===== src/rtl/div_seq_pkg.sv =====
// Shared constants and types for the sequential signed divider.
// Holds the state encoding, the operand width and the iteration count.
package div_seq_pkg;

    localparam int WIDTH      = 32;
    localparam int ITERATIONS = 32;
    localparam int COUNT_W    = $clog2(ITERATIONS);

    localparam logic [WIDTH-1:0] INT_MIN = 32'h8000_0000;

    typedef enum logic [1:0] {
        IDLE = 2'd0,
        RUN  = 2'd1,
        DONE = 2'd2
    } state_t;

    // Magnitude as unsigned; INT_MIN maps onto itself, which is the correct unsigned 2^31.
    function automatic logic [WIDTH-1:0] abs_val(input logic [WIDTH-1:0] x);
        return x[WIDTH-1] ? (~x + 1'b1) : x;
    endfunction

endpackage


===== src/rtl/div_step.sv =====
// One restoring division iteration: shift in the next dividend bit, trial-subtract
// the divisor through a ripple of full-adder cells, keep the difference if non-negative.
module div_step #(
    parameter int W = 32
) (
    input  logic [W:0]   rem,
    input  logic         dividend_bit,
    input  logic [W-1:0] divisor,
    output logic [W:0]   rem_next,
    output logic         quo_bit
);

    // One guard bit above the 33-bit remainder gives the sign of the trial difference.
    logic [W+1:0] shifted;
    logic [W+1:0] sub_b;
    logic [W+1:0] trial;
    logic [W+1:0] carry;

    assign shifted  = {rem, dividend_bit};
    assign sub_b    = ~{2'b00, divisor};
    assign carry[0] = 1'b1;

    generate
        for (genvar gi = 0; gi <= W + 1; gi++) begin : g_fa
            assign trial[gi] = shifted[gi] ^ sub_b[gi] ^ carry[gi];
            if (gi < W + 1) begin : g_carry
                assign carry[gi+1] = (shifted[gi] & sub_b[gi]) |
                                     (carry[gi] & (shifted[gi] ^ sub_b[gi]));
            end
        end
    endgenerate

    assign quo_bit  = ~trial[W+1];
    assign rem_next = quo_bit ? trial[W:0] : shifted[W:0];

endmodule


===== src/rtl/div_seq.sv =====
// Sequential 32-bit signed divider: magnitudes are divided by a 32-step restoring loop,
// then signs are restored so the quotient truncates toward zero and the remainder follows A.
module div_seq #(
    parameter int WIDTH = div_seq_pkg::WIDTH
) (
    input  logic             clock,
    input  logic             reset,
    input  logic [WIDTH-1:0] data_operandA,
    input  logic [WIDTH-1:0] data_operandB,
    input  logic             ctrl_DIV,
    output logic [WIDTH-1:0] data_result,
    output logic [WIDTH-1:0] data_remainder,
    output logic             data_exception,
    output logic             data_resultRDY
);

    import div_seq_pkg::*;

    state_t               state_reg;
    state_t               state_next;
    logic [COUNT_W-1:0]   count_reg;
    logic [WIDTH:0]       rem_reg;
    logic [WIDTH-1:0]     quo_reg;
    logic [WIDTH-1:0]     divisor_reg;
    logic [WIDTH-1:0]     dividend_reg;
    logic                 neg_a_reg;
    logic                 neg_q_reg;
    logic                 zero_reg;
    logic                 ovf_reg;

    logic [WIDTH:0]       rem_step;
    logic                 quo_bit;
    logic [WIDTH-1:0]     quo_fixed;
    logic [WIDTH-1:0]     rem_fixed;

    // quo_reg doubles as the dividend shift register: its MSB is the next bit to bring down.
    div_step #(.W(WIDTH)) u_step (
        .rem          (rem_reg),
        .dividend_bit (quo_reg[WIDTH-1]),
        .divisor      (divisor_reg),
        .rem_next     (rem_step),
        .quo_bit      (quo_bit)
    );

    assign quo_fixed = neg_q_reg ? (~quo_reg + 1'b1) : quo_reg;
    assign rem_fixed = neg_a_reg ? (~rem_reg[WIDTH-1:0] + 1'b1) : rem_reg[WIDTH-1:0];

    always_comb begin
        state_next = state_reg;
        case (state_reg)
            IDLE: begin
                if (ctrl_DIV) begin
                    state_next = (data_operandB == '0) ? DONE : RUN;
                end
            end
            RUN: begin
                if (count_reg == COUNT_W'(ITERATIONS - 1)) begin
                    state_next = DONE;
                end
            end
            DONE:    state_next = IDLE;
            default: state_next = IDLE;
        endcase
    end

    always_ff @(posedge clock or posedge reset) begin
        if (reset) begin
            state_reg      <= IDLE;
            count_reg      <= '0;
            rem_reg        <= '0;
            quo_reg        <= '0;
            divisor_reg    <= '0;
            dividend_reg   <= '0;
            neg_a_reg      <= 1'b0;
            neg_q_reg      <= 1'b0;
            zero_reg       <= 1'b0;
            ovf_reg        <= 1'b0;
            data_result    <= '0;
            data_remainder <= '0;
            data_exception <= 1'b0;
            data_resultRDY <= 1'b0;
        end else begin
            state_reg      <= state_next;
            data_resultRDY <= 1'b0;
            case (state_reg)
                IDLE: begin
                    if (ctrl_DIV) begin
                        dividend_reg <= data_operandA;
                        neg_a_reg    <= data_operandA[WIDTH-1];
                        neg_q_reg    <= data_operandA[WIDTH-1] ^ data_operandB[WIDTH-1];
                        quo_reg      <= abs_val(data_operandA);
                        divisor_reg  <= abs_val(data_operandB);
                        rem_reg      <= '0;
                        count_reg    <= '0;
                        zero_reg     <= (data_operandB == '0);
                        ovf_reg      <= (data_operandA == INT_MIN) && (data_operandB == '1);
                    end
                end
                RUN: begin
                    rem_reg   <= rem_step;
                    quo_reg   <= {quo_reg[WIDTH-2:0], quo_bit};
                    count_reg <= count_reg + 1'b1;
                end
                DONE: begin
                    data_resultRDY <= 1'b1;
                    if (zero_reg) begin
                        data_result    <= '0;
                        data_remainder <= dividend_reg;
                        data_exception <= 1'b1;
                    end else if (ovf_reg) begin
                        data_result    <= INT_MIN;
                        data_remainder <= '0;
                        data_exception <= 1'b1;
                    end else begin
                        data_result    <= quo_fixed;
                        data_remainder <= rem_fixed;
                        data_exception <= 1'b0;
                    end
                end
                default: ;
            endcase
        end
    end

endmodule


===== config.mk =====
export PLATFORM = sky130hd
export DESIGN_NAME = div_seq
export DESIGN_NICKNAME = d
export VERILOG_FILES = /design/src/rtl/div_seq_pkg.sv /design/src/rtl/div_step.sv /design/src/rtl/div_seq.sv
export SDC_FILE = /design/constraint.sdc
export NUM_CORES = 1
export LEC_CHECK = 0
export ABC_AREA = 1
export CORE_ASPECT_RATIO = 0.8
export CORE_UTILIZATION = 50
export DETAILED_ROUTE_END_ITERATION = 7
export DONT_BUFFER_PORTS = 1
export PLACE_DENSITY = 0.73
export SKIP_LAST_GASP = 1
export SLEW_MARGIN = 20
export SYNTH_ARGS = -nofsm -noshare
export SYNTH_HDL_FRONTEND = slang
export SYNTH_SLANG_ARGS = --single-unit

===== constraint.sdc =====
create_clock -name clock -period 31.9 [get_ports clock]
set_clock_uncertainty 0.05 [all_clocks]
set_input_delay 3.19 -clock clock [delete_from_list [all_inputs] [get_ports clock]]
set_output_delay 3.19 -clock clock [all_outputs]
set_load 0.1 [all_outputs]

==> out/metrics.yaml, run 1 <==
arrival_ps: 14460
final_cell_mix: "343 x nand2_1, 217 x nor2_1, 205 x dfrtp_1"
netlist_instances: 1697
status: "finished, final reports clean"
ys_types: 44
yosys_most_used_dff: "dfrtp_1"
postRouteAntennaNets: 0
synth_largest_area_cell: "dfrtp_1"
rows: 51
netlist_top_cells_area: "dfrtp_1 40%, nand2_1 10%, nand3_1 7.1%"
worst_pin_slew_ps: 1100
grt_overflow: 0
synth_nets: 1803
min_from: "divisor_reg[29]"
syn-cell-area_um2: 12700
clk-insertion-delay-late_ps: 530
die_w_um: 180
reg2reg_from: "quo_reg[31]"
wire_per_inst_um: 19.0
ctsHtreeMaxLevel: 1
core_um2: 24600
power_uw: 1750
grt_pass1_vias: 10900
rsz0062_at_grt: "false"
antenna_found_initial: 0
dpl.hpwl_um: 27400
drt_iter0_drc: 1253
startpoint: "quo_reg[31]"
timing_worst_setup_path_type: "register to register"
cts.sinks: 205
hp-class: "register to register"
io_buffers: 0
post-route-period-util_pct: 44.3
min_period_ps: 14140
ys_ff_latch: 205
slowest_delay_ps: 800
antenna_cells: 0
synth-edff-count: 0
drt_wl_total_um: 37900
postSynthAreaPerCell_um2: 7.49
crit_path_start_kind: "register"
maxCapViolCount: 0
via_per_inst: 5.96
syn2layout_area_growth_pct: 7.27
cts_resized: 0
drive_gt1_share_pct: 6.03
irDropWorstVdd_mv: 0.0839
synthArstFlopShare_pct: 100
crit_path_max_fanout: 33
cts_setup_buffers: 0
cts_root_buf: "clkbuf_16"
cp_common_cell: "fa_1"
max_freq_mhz: 70.7
die_area_um2: 26100
io_pins: 133
leakagePower_uw: 0.00622
cts_tree: "built"
vias: 11900
grt_max_degree: 130
cts_max_path_buffers: 3
ys_warn_count: 0
postCtsHoldBufs: 0
grt_pass1_wl_um: 59400
slew_violations: 0
setup_viol: 0
fillers: 2333
gp_congestion: 0.975
ys_seq_area_share_pct: 40.4
layout.nets: 1764
relSlewSlack_pct: 26.3
first_pass_iters: 6
end_kind: "register"
p_per_area_nw_per_um2: 129
crit_slowest_cell: "inv_1"
start_util_pct: 51.6
largest_reg_flops: 33
hold_viol_final: 0
drt_drc_violations_left: 0
groute.usage.overall_pct: 29.0
numCtsBuffers: 24
fp.dieH_um: 145
path_clk_slew_ps: 60
hold_ws_ps: 437
required_ps: 32220
layout_commonest_cell: "nand2_1"
synth_top_area_share_pct: 40.4
setup_tns_ps: 0
-- power breakdown --
group	internal, uW	leakage, uW	switching (uW)
clock	168	0.000391	110
combinational	247	0.00335	439
sequential	381	0.00248	410
-- cell usage after synthesis, types with 6 or more instances --
master,count
nand2_2,10
nor3_1,9
clkbuf_1,28
o22ai_1,34
a21oi_1,85
ha_1,8
dfrtp_1,205
xor2_1,24
o211ai_1,13
nor2_4,7
a22oi_1,30
nor4_1,6
fa_1,31
nor2_2,12
inv_1,175
nand4_1,27
o21ai_0,126
buf_1,6
buf_2,34
nand3_1,179
o21ai_1,24
nor2_1,218
nand2_1,344
-- cell families after synthesis --
group | synth area share (%)
AOI/OAI and AO/OA | 15.6
xor gates and xnor gates | 1.65
adders and majority gates | 5.67
buffers and inverters | 8.22
DFF | 40.4
and+or+nand+nor | 28.4
-- per-stage QoR --
| step | util (%) | std cells | worst slack [ps] | area [um2] |
|---|---|---|---|---|
| after floorplan | - | 1697 | 18990 | 12700 |
| after global placement | 52.1 | 1950 | 18020 | 12800 |
| after detailed placement | 52.1 | 1950 | 17790 | 12800 |
| after CTS | 55.3 | 1994 | 17780 | 13600 |
| after global routing | 55.3 | 1994 | 17120 | 13600 |
| final | 55.3 | 1994 | 17760 | 13600 |
-- layout make-up --
cell class | count | area (um2) | share of cell area [%]
clock buffers | 41 | 756 | 5.55
repair buffers | 10 | 75.1 | 0.551
flip-flops and latches | 205 | 5130 | 37.6
well taps | 318 | 398 | 2.92
clock inverters | 3 | 43.8 | 0.321
inverters | 182 | 691 | 5.07
multi-input cells | 1235 | 6530 | 47.9
-- worst max-delay path, delay by kind of cell (launching register included) --
kind	cells	cell delay [ps]
compound gates	1	90
fa+ha+maj	32	11990
buf+inv	4	1050
flops	1	400
simple gates	5	390
-- per-layer routing --
layer / vias to the layer above / global-route usage, % / share of wire (%)
li1: 5552 / - / -
met1: 5717 / 43.1 / 46
met2: 567 / 42.2 / 42
met3: 55 / 7.25 / 11
met4: 0 / 6.93 / 2.0
met5: - / 0 / 0
-- path summary, 6_finish.rpt --
path | endpoint | slack, ps | depth (start not counted)
worst max-delay path | rem_reg[0] | 17760 | 42
worst min-delay path | divisor_reg[29] | 440 | 2
worst max register to register | rem_reg[0] | 17760 | 42
worst min register to register | divisor_reg[29] | 440 | 2
max in group asynchronous | divisor_reg[25] | 27560 | 2
min in group asynchronous | data_result[3] | 2680 | 1
Note: power is estimated with default switching activity, not from simulation.
==> run 2, diff against run 1 <==
PLACE_DENSITY = 0.76   (was 0.73)
clock period = 11.36 ns   (was 31.9 ns; I/O delays follow)
==> out/metrics.yaml, run 2 (synthesis results as in run 1) <==
relSlewSlack_pct: 31.4  # +5.1 points
path_clk_slew_ps: 60  # about the same
slowest_delay_ps: 390  # -410 ps
vias: 12100  # +1.5%
rrSetupSlack_ps: -700  # -18460 ps
drt_iter0_drc: 1376  # +9.8%
rsz0062_at_grt: "true"
fp.dieH_um: 145  # unchanged
cts_tree: "built"
start_util_pct: 51.6  # unchanged
fillers: 2271  # -2.7%
postRouteAntennaNets: 0  # unchanged
maxCapViolCount: 0  # unchanged
io_buffers: 0  # unchanged
layout.nets: 1777  # +0.74%
antenna_cells: 0  # unchanged
rows: 51  # unchanged
grt_pass1_wl_um: 60700  # +2.3%
antenna_found_initial: 0  # unchanged
slew_violations: 0  # unchanged
cp_common_cell: "fa_2"
grt_pass1_vias: 11200  # +2.5%
leakagePower_uw: 0.00633  # +1.8%
crit_path_max_fanout: 8  # -76%
status: "finished, violations left"
hp-class: "register to register"
met2WireLength_um: 15800  # +0.16%
hold_ws_ps: 434  # -3.32 ps
end_kind: "register"
met3_length_um: 4450  # +9.4%
power_uw: 5250  # +200%
wl_met1_um: 16900  # -2.4%
arrival_ps: 12370  # -2090 ps
via_per_inst: 6.03  # +1.1%
largest_reg_flops: 33  # unchanged
cts.sinks: 205  # unchanged
max_freq_mhz: 82.9  # +17%
worst_pin_slew_ps: 1030  # -74.9 ps
final_cell_mix: "340 x nand2_1, 208 x nor2_1, 205 x dfrtp_1"
numCtsBuffers: 23  # -4.2%
first_pass_iters: 7  # +1
irDropWorstVdd_mv: 0.230  # +170%
required_ps: 11670  # -20550 ps
crit_slowest_cell: "dfrtp_1"
drt_drc_violations_left: 0  # unchanged
timing_worst_setup_path_type: "register to register"
setup_viol: 34  # +34
groute.usage.overall_pct: 29.4  # +0.39 points
worst_slack_ps: -702  # -18460 ps
die_w_um: 180  # unchanged
crit_path_start_kind: "register"
gp_congestion: 0.984  # +0.89%
die_area_um2: 26100  # unchanged
io_pins: 133  # unchanged
cts_max_path_buffers: 3  # unchanged
core_um2: 24600  # unchanged
grt_max_degree: 130  # unchanged
violations: "setup timing"
dpl_worst_slack_ps: -716  # -18500 ps
dpl.hpwl_um: 27000  # -1.3%
hold_viol_final: 0  # unchanged
p_per_area_nw_per_um2: 374  # +190%
wire_per_inst_um: 19.1  # +0.24%
syn2layout_area_growth_pct: 10.5
clk-insertion-delay-late_ps: 510  # -20 ps
drt_wl_total_um: 38100  # +0.64%
drive_gt1_share_pct: 10.0  # +4.0 points
post-route-period-util_pct: 106  # +62 points
min_period_ps: 12060  # -2080 ps
top_layer: "met4"
ctsHtreeMaxLevel: 1  # unchanged
grt_overflow: 0  # unchanged
cts_root_buf: "clkbuf_16"
layout_commonest_cell: "nand2_1"
-- run 2: cell types whose count changed in the layout (fill, tap and decap cells not counted), sizes merged --
cell,change
buf,+11
inv,+1
clkinv,-1
bufinv,+4
clkbuf,-7
-- run 2: path summary, 6_finish.rpt --
kind | from | end | depth (start not counted)
setup / recovery | quo_reg[31] | rem_reg[20] | 41
hold / removal | dividend_reg[28] | dividend_reg[28] | 2
setup reg to reg | quo_reg[31] | rem_reg[20] | 41
hold reg to reg | dividend_reg[28] | dividend_reg[28] | 2
max in group asynchronous | reset | divisor_reg[23] | 2
min in group asynchronous | reset | data_result[4] | 1
-- run 2: what timing repair did --
item                       CTS  global route
setup endpoints to repair   34            34
hold buffers                 0             0
pin swaps                    2             3
resized for setup           18            29
setup buffers                1             1
cloned                       1             3
-- run 2: where the power goes --
part / switching (uW) / total, uW / internal [uW]
registers: 1160 / 2230 / 1070
logic: 1330 / 2200 / 869
clock network: 305 / 821 / 515
-- run 2: layer usage --
metal	GRT usage (%)	vias to the layer above
met5	0	-
li1	-	5578
met3	7.35	60
met1	43.3	5798
met2	42.8	631
met4	8.14	0
-- run 2: worst max-delay path: cells and delay by family (launching register included) --
kind	cells	cell delay, ps
adder cells (fa/ha/maj)	32	10570
flip-flops	1	390
buffers and inverters	4	360
AND/OR/NAND/NOR	3	260
AO/OA/AOI/OAI	2	240
-- run 2: through the flow --
step | area (um2) | TNS (ps) | cells | util, %
CTS | 13900 | -21440 | 1998 | 56.4
finish | 14000 | -22350 | 2002 | 57.0
floorplan | 12800 | -9610 | 1697 | -
global placement | 13000 | -16520 | 1958 | 52.8
global route | 14000 | -31900 | 2002 | 57.0
detailed placement | 13000 | -21460 | 1958 | 52.8
-- run 2: final cells by class --
type	instances	area [um2]	share of cell area (%)
Clock buffer	31	656	4.67
Sequential cell	205	5130	36.5
Multi-Input combinational cell	1235	6700	47.7
Inverter	182	698	4.97
Tap cell	318	398	2.83
Timing Repair Buffer	24	290	2.07
Clock inverter	7	168	1.19
==> run 3, diff against run 2 <==
CELL_PAD_IN_SITES_DETAIL_PLACEMENT = 1   (was unset)
CELL_PAD_IN_SITES_GLOBAL_PLACEMENT = 1   (was unset)
CORE_UTILIZATION = 43   (was 50)
PLACE_DENSITY = 0.85   (was 0.76)
==> out/metrics.yaml, run 3 (synthesis results as in run 1) <==
crit_path_start_kind: "register"
die_area_um2: 30200  # +16%
layout.nets: 1780  # +0.17%
hold_ws_ps: 436  # +2.63 ps
ctsHtreeMaxLevel: 1  # unchanged
post-route-period-util_pct: 108  # +1.9 points
relSlewSlack_pct: 31.5  # +0.14 points
path_clk_slew_ps: 60  # about the same
end_kind: "register"
max_freq_mhz: 81.4  # -1.8%
grt_pass1_vias: 12700  # +13%
crit_path_max_fanout: 11  # +3
cts_root_buf: "clkbuf_16"
p_clk_share_pct: 13.8  # -1.8 points
timing_worst_setup_path_type: "register to register"
hold_viol_final: 0  # unchanged
setup_tns_ps: -29060  # -6710 ps
cts.sinks: 205  # unchanged
p_sw_share_pct: 55.5  # +2.3 points
core_um2: 28600  # +16%
worst_pin_slew_ps: 1030  # -2.09 ps
fp.dieH_um: 156  # +7.7%
layout_commonest_cell: "nand2_1"
grt_max_degree: 132  # +1.5%
violations: "setup timing"
p_int_uw: 2320  # -5.6%
drt_wl_total_um: 44500  # +17%
grt_overflow: 0  # unchanged
postRouteAntennaNets: 0  # unchanged
switchingPower_uw: 2890  # +3.4%
rsz0062_at_grt: "true"
arrival_ps: 12600  # +230 ps
fillers: 3616  # +59%
slowest_delay_ps: 400  # about the same
power_uw: 5210  # -0.83%
start_util_pct: 44.4  # -7.2 points
antenna_cells: 0  # unchanged
worst_slack_ps: -924  # -221 ps
io_buffers: 0  # unchanged
crit_slowest_cell: "dfrtp_1"
wire_per_inst_um: 21.6  # +14%
p_per_area_nw_per_um2: 374  # about the same
drive_gt1_share_pct: 10.2  # +0.16 points
grt_pass1_wl_um: 71300  # +17%
power_frac_seq_pct: 43.1  # +0.6 points
maxCapViolCount: 0  # unchanged
dpl.hpwl_um: 32400  # +20%
antenna_found_initial: 0  # unchanged
leakagePower_uw: 0.00626  # -1.1%
min_period_ps: 12280  # +221 ps
setup_viol: 34  # unchanged
required_ps: 11680  # about the same
rows: 55  # +7.8%
gp_congestion: 0.918  # -6.7%
cts_tree: "built"
numCtsBuffers: 23  # unchanged
syn2layout_area_growth_pct: 9.65
cts_max_path_buffers: 3  # unchanged
final_cell_mix: "339 x nand2_1, 211 x nor2_1, 205 x dfrtp_1"
slew_violations: 0  # unchanged
groute.usage.overall_pct: 30.0  # +0.59 points
largest_reg_flops: 33  # unchanged
clk-insertion-delay-late_ps: 520  # about the same
comb_power_share_pct: 43.1  # +1.2 points
vias: 12100  # -0.12%
drt_iter0_drc: 959  # -30%
status: "finished, violations left"
final_util_pct: 48.7  # -8.3 points
drt_drc_violations_left: 0  # unchanged
irDropWorstVdd_mv: 0.160  # -30%
first_pass_iters: 5  # -2
cp_common_cell: "fa_2"
via_per_inst: 5.86  # -2.8%
io_pins: 133  # unchanged
hp-class: "register to register"
die_w_um: 194  # +7.7%
[run 3: cell count changes in the layout (fill, tap and decap cells not counted), moves of 5 or more]
cell | before | now
o21ai_1 | 41 | 48
buf_6 | 0 | 5
bufinv_16 | 5 | 0
o21ai_0 | 105 | 97
[run 3: final cells by class]
type	instances	area [um2]	share of cell area [%]
inverter	182	693	4.98
clock buffer	36	684	4.91
sequential	205	5130	36.8
tap	370	463	3.32
clock inverter	2	10.0	0.0719
timing repair buffer	27	234	1.68
multi-input combinational	1235	6720	48.2
[run 3: power groups by stage]
stage / logic [uW] / registers, uW / clock network [uW]
2_1_floorplan: 1560 / 2110 / 0
3_3_place_gp: 1970 / 2230 / 0
3_5_place_dp: 2090 / 2240 / 0
4_1_cts: 2160 / 2240 / 731
5_1_grt: 2520 / 2290 / 755
6_report: 2240 / 2240 / 721
[run 3: what timing repair did]
| item | 4_1_cts | 5_1_grt |
|---|---|---|
| cloned | 0 | 0 |
| gates resized for setup | 30 | 26 |
| setup buffers | 2 | 3 |
| hold buffers | 0 | 0 |
| setup endpoints to repair | 34 | 34 |
| pin swaps | 1 | 1 |
[run 3: metrics by stage]
stage | worst slack, ps | instance area (um2) | cells
floorplan | -312 | 12800 | 1697
global placement | -621 | 13100 | 2014
detailed placement | -855 | 13100 | 2014
CTS | -839 | 13800 | 2054
global route | -1160 | 13900 | 2057
finish | -924 | 13900 | 2057
[run 3: worst max-delay path: cells and delay by family, from the launching register on]
kind	cells	cell delay, ps
buffers and inverters	4	340
flip-flops	1	400
AO/OA/AOI/OAI	2	300
AND/OR/NAND/NOR	3	260
adder cells (fa/ha/maj)	32	10740
[run 3: per-layer routing]
metal | track usage (%) | up-vias | routed length [um]
met4 | 7.52 | 0 | 1120
met5 | 0 | - | 0
met2 | 46.2 | 386 | 19400
met3 | 7.87 | 71 | 3720
met1 | 42.0 | 6038 | 20300
li1 | - | 5557 | -
[run 3: final timing paths]
path | depth (start not counted) | slack (ps) | to | startpoint
worst max-delay path | 41 | -920 | rem_reg[29] | quo_reg[31]
worst min register to register | 2 | 440 | divisor_reg[29] | divisor_reg[29]
max in group asynchronous | 2 | 9330 | data_remainder[0] | reset
worst max register to register | 41 | -920 | rem_reg[29] | quo_reg[31]
min in group asynchronous | 1 | 550 | data_result[4] | reset
worst min-delay path | 2 | 440 | divisor_reg[29] | divisor_reg[29]
